[config.mk]
export PLATFORM = sky130hd
export DESIGN_NAME = aliens_io_ctrl
export DESIGN_NICKNAME = d
export VERILOG_FILES = /design/src/rtl/aliens_io_ctrl.sv
export SDC_FILE = /design/constraint.sdc
export NUM_CORES = 1
export LEC_CHECK = 0
export ABC_AREA = 1
export ABC_CLOCK_PERIOD_IN_PS = 1300
export CORE_MARGIN = 5
export CORE_UTILIZATION = 43
export DETAILED_ROUTE_END_ITERATION = 16
export PLACE_DENSITY_LB_ADDON = 0.05
export SLEW_MARGIN = 30
export SYNTH_ARGS = -nofsm -noshare
export SYNTH_HDL_FRONTEND = slang
export SYNTH_SLANG_ARGS = --single-unit
export TNS_END_PERCENT = 30
[constraint.sdc]
create_clock -name clk -period 1.3 [get_ports clk]
set_clock_uncertainty 0.15 [all_clocks]
set_input_delay 0.195 -clock clk [delete_from_list [all_inputs] [get_ports clk]]
set_output_delay 0.195 -clock clk [all_outputs]
set_load 0.02 [all_outputs]
[src/rtl/aliens_io_ctrl.sv]
// I/O controller: CPU-visible bank/coin/sound registers with a write strobe edge detector,
// sound-CPU handshake, and a vblank-driven watchdog that pulses a CPU reset request.
module aliens_io_ctrl #(
  parameter int unsigned WDOG_LIMIT = 16,
  parameter int unsigned WDOG_PULSE = 64
) (
  input  logic       clk,
  input  logic       rst,
  input  logic       cen,
  input  logic       cs_n,
  input  logic       rnw,
  input  logic [1:0] addr,
  input  logic [7:0] din,
  output logic [7:0] dout,
  input  logic       vblank,
  input  logic       snd_ack,
  output logic [4:0] rom_bank,
  output logic [1:0] coin_cnt,
  output logic [7:0] snd_latch,
  output logic       snd_irq,
  output logic       wdog_rst
);

  localparam int unsigned CW = $clog2(WDOG_LIMIT + 1);
  localparam int unsigned PW = (WDOG_PULSE > 1) ? $clog2(WDOG_PULSE) : 1;

  typedef enum logic {
    WD_COUNT = 1'b0,
    WD_FIRE  = 1'b1
  } wd_state_e;

  logic          cs_prev_q,   cs_prev_d;
  logic          wr_arm_q,    wr_arm_d;
  logic [4:0]    rom_bank_q,  rom_bank_d;
  logic [1:0]    coin_cnt_q,  coin_cnt_d;
  logic [7:0]    snd_latch_q, snd_latch_d;
  logic          snd_irq_q,   snd_irq_d;
  logic          ack_s1_q,    ack_s1_d;
  logic          ack_s2_q,    ack_s2_d;
  logic          ack_s3_q,    ack_s3_d;
  logic          vblank_q,    vblank_d;
  wd_state_e     wd_state_q,  wd_state_d;
  logic [CW-1:0] wd_cnt_q,    wd_cnt_d;
  logic [PW-1:0] pulse_q,     pulse_d;
  logic          wdog_rst_q,  wdog_rst_d;

  logic wr_stb_c;
  logic kick_c;
  logic ack_edge_c;
  logic vb_edge_c;

  // wr_arm_q blocks a write left pending across reset until cs_n is seen high once.
  assign wr_stb_c   = cen && !cs_n && !rnw && cs_prev_q && wr_arm_q;
  assign kick_c     = wr_stb_c && (addr == 2'd3);
  assign ack_edge_c = ack_s2_q && !ack_s3_q;
  assign vb_edge_c  = vblank && !vblank_q;

  always_comb begin
    cs_prev_d   = cs_prev_q;
    wr_arm_d    = wr_arm_q;
    rom_bank_d  = rom_bank_q;
    coin_cnt_d  = coin_cnt_q;
    snd_latch_d = snd_latch_q;
    snd_irq_d   = snd_irq_q;
    ack_s1_d    = snd_ack;
    ack_s2_d    = ack_s1_q;
    ack_s3_d    = ack_s2_q;
    vblank_d    = vblank;
    wd_state_d  = wd_state_q;
    wd_cnt_d    = wd_cnt_q;
    pulse_d     = pulse_q;
    wdog_rst_d  = wdog_rst_q;

    if (cen) begin
      cs_prev_d = cs_n;
      if (cs_n) wr_arm_d = 1'b1;
    end

    // Ack clear first so a coincident addr-2 write overrides it.
    if (ack_edge_c) snd_irq_d = 1'b0;

    if (wr_stb_c) begin
      case (addr)
        2'd0: rom_bank_d = din[4:0];
        2'd1: coin_cnt_d = din[1:0];
        2'd2: begin
          snd_latch_d = din;
          snd_irq_d   = 1'b1;
        end
        default: ;
      endcase
    end

    case (wd_state_q)
      WD_COUNT: begin
        wdog_rst_d = 1'b0;
        if (wd_cnt_q == CW'(WDOG_LIMIT)) begin
          wd_state_d = WD_FIRE;
          wdog_rst_d = 1'b1;
          pulse_d    = '0;
        end else if (kick_c) begin
          wd_cnt_d = '0;
        end else if (vb_edge_c) begin
          wd_cnt_d = CW'(wd_cnt_q + 1'b1);
        end
      end
      WD_FIRE: begin
        if (pulse_q == PW'(WDOG_PULSE - 1)) begin
          wd_state_d = WD_COUNT;
          wdog_rst_d = 1'b0;
          wd_cnt_d   = '0;
        end else begin
          pulse_d    = PW'(pulse_q + 1'b1);
          wdog_rst_d = 1'b1;
        end
      end
      default: begin
        wd_state_d = WD_COUNT;
        wdog_rst_d = 1'b0;
        wd_cnt_d   = '0;
      end
    endcase
  end

  always_ff @(posedge clk or posedge rst) begin
    if (rst) begin
      cs_prev_q   <= 1'b1;
      wr_arm_q    <= 1'b0;
      rom_bank_q  <= '0;
      coin_cnt_q  <= '0;
      snd_latch_q <= '0;
      snd_irq_q   <= 1'b0;
      ack_s1_q    <= 1'b0;
      ack_s2_q    <= 1'b0;
      ack_s3_q    <= 1'b0;
      vblank_q    <= 1'b0;
      wd_state_q  <= WD_COUNT;
      wd_cnt_q    <= '0;
      pulse_q     <= '0;
      wdog_rst_q  <= 1'b0;
    end else begin
      cs_prev_q   <= cs_prev_d;
      wr_arm_q    <= wr_arm_d;
      rom_bank_q  <= rom_bank_d;
      coin_cnt_q  <= coin_cnt_d;
      snd_latch_q <= snd_latch_d;
      snd_irq_q   <= snd_irq_d;
      ack_s1_q    <= ack_s1_d;
      ack_s2_q    <= ack_s2_d;
      ack_s3_q    <= ack_s3_d;
      vblank_q    <= vblank_d;
      wd_state_q  <= wd_state_d;
      wd_cnt_q    <= wd_cnt_d;
      pulse_q     <= pulse_d;
      wdog_rst_q  <= wdog_rst_d;
    end
  end

  // Read mux; unmapped or deselected reads float high like an undriven bus.
  always_comb begin
    dout = 8'hFF;
    if (!cs_n && rnw) begin
      case (addr)
        2'd0:    dout = {3'b000, rom_bank_q};
        2'd2:    dout = {7'b0, snd_irq_q};
        default: dout = 8'hFF;
      endcase
    end
  end

  assign rom_bank  = rom_bank_q;
  assign coin_cnt  = coin_cnt_q;
  assign snd_latch = snd_latch_q;
  assign snd_irq   = snd_irq_q;
  assign wdog_rst  = wdog_rst_q;

endmodule

==> results of run 1 <==
[cells in the final DEF, fill, tap and decap left out, types with 2 or more instances in the layout]
master | synthesis | layout
buf_4 | 2 | 31
dlygate4sd2_1 | 0 | 2
dfrtp_1 | 33 | 32
o21ai_1 | 6 | 12
inv_2 | 2 | 5
clkbuf_8 | 0 | 5
inv_1 | 21 | 18
nand3_1 | 13 | 7
buf_6 | 1 | 12
nand2_2 | 2 | 5
o21ai_0 | 11 | 5
buf_12 | 0 | 2
nor2_1 | 10 | 7
buf_2 | 0 | 13
clkinvlp_4 | 0 | 2
nor3_2 | 0 | 2
nand3_4 | 0 | 2
xor2_1 | 3 | 2
nor2_4 | 2 | 4
nand3_2 | 1 | 5
nand2_1 | 62 | 56
clkdlybuf4s50_1 | 0 | 12
nand2_4 | 2 | 5
nor2_2 | 2 | 3
clkdlybuf4s15_2 | 0 | 3
[what timing repair did]
item	CTS	global route
pin swaps	15	13
endpoints found under the setup margin	52	48
resized for setup	134	34
buffers inserted	4	5
cloned	0	1
hold endpoints to repair	0	0
[flip-flops by register name, summed over array words and instances (netlist names)]
| name | flops |
|---|---|
| snd_irq | 1 |
| wdog_rst | 1 |
| wd_cnt_q | 5 |
| pulse_q | 6 |
| ack_s2_q | 1 |
| ack_s3_q | 1 |
| wr_arm_q | 1 |
| cs_prev_q | 1 |
| vblank_q | 1 |
| rom_bank | 5 |
| coin_cnt | 2 |
| snd_latch | 8 |
| ack_s1_q | 1 |
[cell type report]
cell class	instances	area (µm²)	share of cell area [%]
Clock buffer	5	68.82	2.683
Clock inverter	3	45.04	1.756
Inverter	24	95.09	3.707
Multi-Input combinational cell	129	798.3	31.12
Sequential cell	34	853.3	33.27
Tap cell	48	60.06	2.341
Timing Repair Buffer	75	644.4	25.12
[routing by layer]
| metal | up-vias | wire length [µm] | GRT usage [%] |
|---|---|---|---|
| met2 | 41 | 2082 | 28.84 |
| met1 | 746 | 1740 | 21.17 |
| met3 | 10 | 167 | 3.977 |
| met5 | - | 0 | 0 |
| li1 | 748 | - | - |
| met4 | 0 | 86 | 6.472 |
[logic make-up after synthesis]
family / share of synthesized area, %
DFF: 53.04
adders and majority gates: 2.337
buffers and inverters: 7.399
AOI/OAI and AO/OA: 7.789
and+or+nand+nor: 27.26
xor gates and xnor gates: 2.181
[final timing paths]
check                                            to  cells past startpoint
setup / recovery           snd_latch[1]$_DFFE_PP0P_                      6
hold / removal                 wr_arm_q$_DFFE_PP0P_                      3
setup reg to reg           snd_latch[1]$_DFFE_PP0P_                      6
hold reg to reg                  ack_s2_q$_DFF_PP0_                      0
max in group asynchronous        wdog_rst$_DFF_PP0_                      3
min in group asynchronous        ack_s3_q$_DFF_PP0_                      3
[synthesized netlist by cell type, types with 2 or more instances]
library cell   n
buf_4          2
nand2_4        2
a21oi_1        2
nand3_1       13
o21ai_1        6
ha_1           3
o21ai_0       11
nor2_4         2
nand2_1       62
nor3_1         2
xor2_1         3
inv_1         21
nand2_2        2
nor2_2         2
nor2_1        10
inv_2          2
dfrtp_1       33
[worst register-to-register path: cells and delay by family (launching register included)]
kind | cells | cell delay (ns)
simple gates | 4 | 0.47
buf+inv | 1 | 0.18
flops | 1 | 0.54
compound gates | 1 | 0.06
[through the flow]
step                utilization [%]  total power (W)  setup WS (ns)  instances  setup TNS, ns
global route                  70.59         0.004125        -0.2750        318         -6.412
CTS                           68.66         0.003863        -0.1851        312         -3.585
detailed placement            62.53         0.002796        -0.8357        300         -15.69
finish                        70.59         0.003890        -0.2156        318         -4.218
global placement              62.53         0.002740        -0.7957        300         -14.66
floorplan                         -         0.002141       -0.09552        189         -1.240
[power by group through the flow]
stage	combinational [W]	clock, W	sequential, W
floorplan	0.000569	0	0.00157
CTS	0.00146	0.000994	0.00141
detailed placement	0.00137	0	0.00143
global route	0.00164	0.00104	0.00144
finish	0.00149	0.000978	0.00142
global placement	0.00133	0	0.00141
==> flow_summary.json, run 1 <==
{
  "status": "finished, violations left",
  "violations": "negative setup slack",
  "syn_inst": 189,
  "ys_seq_area_share_pct": 53.04,
  "grt_pass1_wl_um": 6893,
  "yosysTopAreaCellShare_pct": 51.40,
  "gp_congestion": 0.7727,
  "ys.flop_type": "dfrtp_1",
  "gr-usage-all-layers_pct": 17.07,
  "p_sw_w": 0.001356,
  "p_leak_nw": 1.290,
  "vias": 1545,
  "cp-end-kind": "register",
  "worstPathArrival_ns": 1.54,
  "drt_iter0_drc": 67,
  "n_antenna_cell": 0,
  "intPower_w": 0.002534,
  "cts_max_level": 2,
  "max_stage_delay_ns": 0.54,
  "avgSynthCellArea_um2": 8.500,
  "fin_crit_ns": 1.516,
  "path_clk_slew_ns": 0.07,
  "setup_ws_ns": -0.2156,
  "die_w_um": 71.13,
  "place_area_mm2": 0.002272,
  "finalSetupViolations": 29,
  "io-pin-count": 42,
  "yosysTopAreaCell": "dfrtp_1",
  "crit_type": "register to register",
  "rsz0062_at_grt": "yes",
  "hold_start": "cs_n",
  "critPathMaxFanout": 14,
  "first_global_vias": 1516,
  "yosysWarnings": 0,
  "cts_root_buffer": "clkbuf_8",
  "r2r_start": "cs_prev_q$_DFFE_PP1P_",
  "pwr-share-comb_pct": 38.4,
  "crit_required_ns": 1.32,
  "maxCapViolations": 0,
  "drv_slew": 0,
  "syn_nets": 209,
  "rows": 22,
  "avgRoutedWirePerCell_um": 12.82,
  "hpwl_um": 2919,
  "antenna_found_initial": 0,
  "die_h_um": 71.13,
  "switching_share_pct": 34.86,
  "synthArstFlopShare_pct": 100.0,
  "drc_errors": 0,
  "slew_headroom_pct": 79.50,
  "whs_ns": 0.03276,
  "seqPwrFrac_pct": 36.5,
  "wl_um": 4077,
  "synth_seq_cells": 34,
  "crit_chain": "nand3_2 -> nor2_4 -> buf_4 -> nand2_8 -> nand2_1 -> o21ai_1",
  "cp-startpoint": "cs_prev_q$_DFFE_PP1P_",
  "cp_num_buf_inv": 1,
  "cp-start-kind": "register",
  "area_growth_syn_to_layout_pct": 59.66,
  "avgViaCountPerCell": 4.858,
  "rrSetupSlack_ns": -0.22,
  "slowest_stage": "dfstp_2",
  "drive_gt1_share_pct": 41.11,
  "grt_start_max_net_pins": 22,
  "clock-sinks": 34,
  "cp_top_family": "flip-flops",
  "vdd_drop_max_mv": 0.9640,
  "die_area_mm2": 0.005059,
  "tightest_slew_ns": 0.3064,
  "hold_class": "input pin to register",
  "final_hold_viol_count": 0,
  "drtAntennaViolNets": 0,
  "yosys-top-cells-area": "dfrtp_1, nand2_1, inv_1",
  "cts_hold_buf": 0,
  "fmax_mhz": 659.8,
  "ys_types": 28,
  "synth_area_mm2": 0.001607,
  "grt.overflow.total": 0,
  "synth_edf_count": 0,
  "clkPwrFrac_pct": 25.1,
  "clk_latency_ns": 0.28,
  "p_per_area_mw_per_mm2": 1517,
  "firstDrtPassIters": 4,
  "initial_core_util_pct": 44.21,
  "core_area_mm2": 0.003633,
  "io_buffers": 41,
  "cts_tree": "built",
  "cts.path.max_buffers": 2,
  "fin_crit_sh_pct": 116.6,
  "design_area_mm2": 0.002565,
  "cts_buffers": 5,
  "nets": 289,
  "fillers": 302
}
Power figures use the tool's default switching activity.
==> run 2: changes to the inputs <==
--- a/config.mk
+++ b/config.mk
@@ -8,8 +8,9 @@
 export ABC_AREA = 1
 export ABC_CLOCK_PERIOD_IN_PS = 1300
 export CORE_MARGIN = 5
-export CORE_UTILIZATION = 43
+export CORE_UTILIZATION = 54
 export DETAILED_ROUTE_END_ITERATION = 16
+export DONT_BUFFER_PORTS = 1
 export PLACE_DENSITY_LB_ADDON = 0.05
 export SLEW_MARGIN = 30
 export SYNTH_ARGS = -nofsm -noshare
==> flow_summary.json, run 2 (synthesis gave the netlist of run 1 again) <==
{
  "slew_headroom_pct": 69.20,
  "clkPwrFrac_pct": 22.9,
  "die_w_um": 64.55,
  "critPathMaxFanout": 3,
  "cts_root_buffer": "clkbuf_4",
  "drtAntennaViolNets": 0,
  "fin_crit_ns": 1.499,
  "core_area_mm2": 0.002805,
  "finalSetupViolations": 31,
  "maxCapViolations": 0,
  "area_growth_syn_to_layout_pct": 33.88,
  "die_h_um": 64.55,
  "cp-end-kind": "register",
  "rrSetupSlack_ns": -0.20,
  "cts.path.max_buffers": 2,
  "switching_share_pct": 36.64,
  "drive_gt1_share_pct": 30.34,
  "hold_start": "cs_n",
  "dp.cells": 239,
  "cp-start-kind": "register",
  "r2r_start": "wd_cnt_q[1]$_DFFE_PP0P_",
  "drv_slew": 0,
  "grt.overflow.total": 0,
  "hold_class": "input pin to register",
  "drt_iter0_drc": 57,
  "layout_commonest_cell": "nand2_1",
  "firstDrtPassIters": 4,
  "fin_crit_sh_pct": 115.3,
  "first_global_vias": 1358,
  "total_power_w": 0.003416,
  "status": "finished, violations left",
  "rows": 19,
  "whs_ns": -0.07281,
  "io_buffers": 0,
  "avgRoutedWirePerCell_um": 13.91,
  "p_leak_nw": 1.080,
  "avgViaCountPerCell": 5.170,
  "vdd_drop_max_mv": 1.206,
  "fmax_mhz": 667.0,
  "drc_errors": 0,
  "initial_core_util_pct": 57.27,
  "gp_congestion": 0.8717,
  "grt_pass1_wl_um": 6078,
  "cts_tree": "built",
  "violations": "negative hold slack, negative setup slack",
  "hold_end": "cs_prev_q$_DFFE_PP1P_",
  "io-pin-count": 42,
  "largest_register_ffs": 8,
  "p_sw_w": 0.001252,
  "place_area_mm2": 0.001818,
  "pwr-share-comb_pct": 32.9,
  "path_clk_slew_ns": 0.11,
  "reg2reg_to": "wd_cnt_q[4]$_DFFE_PP0P_",
  "cts_buffers": 5,
  "nets": 253,
  "reg2reg_depth": 7,
  "setup_ws_ns": -0.1993,
  "clock-sinks": 34,
  "cts_hold_buf": 15,
  "whs_path_depth": 3,
  "intPower_w": 0.002164,
  "design_area_mm2": 0.002151,
  "hpwl_um": 2579,
  "fillers": 198,
  "wl_um": 3685,
  "die_area_mm2": 0.004166,
  "vias": 1370,
  "rsz0062_at_grt": "yes",
  "tightest_slew_ns": 0.4615,
  "clk_latency_ns": 0.35,
  "mostFrequentLayoutCells": "nand2_1, dfrtp_1, buf_4",
  "crit_type": "register to register",
  "antenna_found_initial": 0,
  "final_hold_viol_count": 1,
  "cts_max_level": 2,
  "grt_start_max_net_pins": 15,
  "seqPwrFrac_pct": 44.2,
  "gr-usage-all-layers_pct": 19.13,
  "stdcell_count": 265,
  "crit_required_ns": 1.39,
  "n_antenna_cell": 0,
  "worstPathArrival_ns": 1.59,
  "p_per_area_mw_per_mm2": 1588
}
## run 2: changes by cell type in the layout (fill, tap and decap cells not counted), sizes merged
cell	change
dlygate4sd3	+15
buf	-33
dlygate4sd2	-2
nand2	-1
clkdlybuf4s15	-3
clkdlybuf4s50	-12
## run 2: power by group through the flow
| stage | Clock, W | Combinational (W) | Sequential, W |
|---|---|---|---|
| after detailed placement | 0 | 0.000943 | 0.00153 |
| final | 0.000783 | 0.00112 | 0.00151 |
| after global placement | 0 | 0.000919 | 0.00152 |
| after global routing | 0.000862 | 0.00126 | 0.00154 |
| after CTS | 0.000809 | 0.000997 | 0.00151 |
| after floorplan | 0 | 0.000569 | 0.00157 |
## run 2: critical path, stage by stage, from the launching register on
cell	delay, ns
dfrtp_1	0.41
buf_4	0.14
ha_1	0.20
nand3_1	0.10
xor2_1	0.21
nor2_2	0.07
nand2_1	0.06
nand2_1	0.05
## run 2: per-layer routing
layer	track usage, %	wire (µm)	share of wire [%]
met5	0	0	0
met4	7.916	55	1.5
met3	5.872	259	7.0
met2	32.60	1869	51
met1	22.52	1501	41
## run 2: worst max-delay path by stage
| stage | from | end | slack, ns | cells past startpoint |
|---|---|---|---|---|
| after floorplan | cs_prev_q$_DFFE_PP1P_ | snd_latch[3]$_DFFE_PP0P_ | -0.1 | 6 |
| after CTS | snd_irq$_DFF_PP0_ | dout[0] | -0.20 | 3 |
| after detailed placement | cs_prev_q$_DFFE_PP1P_ | snd_latch[1]$_DFFE_PP0P_ | -0.19 | 5 |
| final | wd_cnt_q[1]$_DFFE_PP0P_ | wd_cnt_q[4]$_DFFE_PP0P_ | -0.20 | 7 |
| after global routing | cs_prev_q$_DFFE_PP1P_ | rom_bank[3]$_DFFE_PP0P_ | -0.29 | 5 |
| after global placement | cs_prev_q$_DFFE_PP1P_ | snd_latch[4]$_DFFE_PP0P_ | -0.14 | 5 |
## run 2: what timing repair did
item / CTS / global route
hold endpoints to repair: 53 / 1
buffers inserted: 0 / 3
gates resized for setup: 6 / 20
pin swaps: 2 / 6
endpoints found under the setup margin: 33 / 39
## run 2: layout make-up
| type | instances | area [µm²] | area share [%] |
|---|---|---|---|
| timing repair buffer | 40 | 357.8 | 16.64 |
| clock inverter | 3 | 45.04 | 2.094 |
| tap | 31 | 38.79 | 1.803 |
| clock buffer | 5 | 37.54 | 1.745 |
| inverter | 24 | 97.59 | 4.538 |
| sequential | 34 | 855.8 | 39.79 |
| multi-input combinational | 128 | 718.2 | 33.39 |
## run 2: through the flow
step	hold slack (ns)	setup slack, ns	util, %	setup TNS (ns)
CTS	-0.08427	-0.1970	73.68	-3.798
detailed placement	-0.03371	-0.1923	64.81	-3.689
finish	-0.07281	-0.1993	76.67	-3.996
global route	-0.06529	-0.2934	76.67	-6.839
floorplan	0.07643	-0.09552	-	-1.240
global placement	-0.05022	-0.1359	64.81	-2.751
==> run 3: changes to the inputs <==
--- a/config.mk
+++ b/config.mk
@@ -7,6 +7,7 @@
 export LEC_CHECK = 0
 export ABC_AREA = 1
 export ABC_CLOCK_PERIOD_IN_PS = 1300
+export CAP_MARGIN = 25
 export CORE_MARGIN = 5
 export CORE_UTILIZATION = 54
 export DETAILED_ROUTE_END_ITERATION = 16
==> results of run 3 <==
The final DEF is identical to that of run 2; final timing and power are the same.
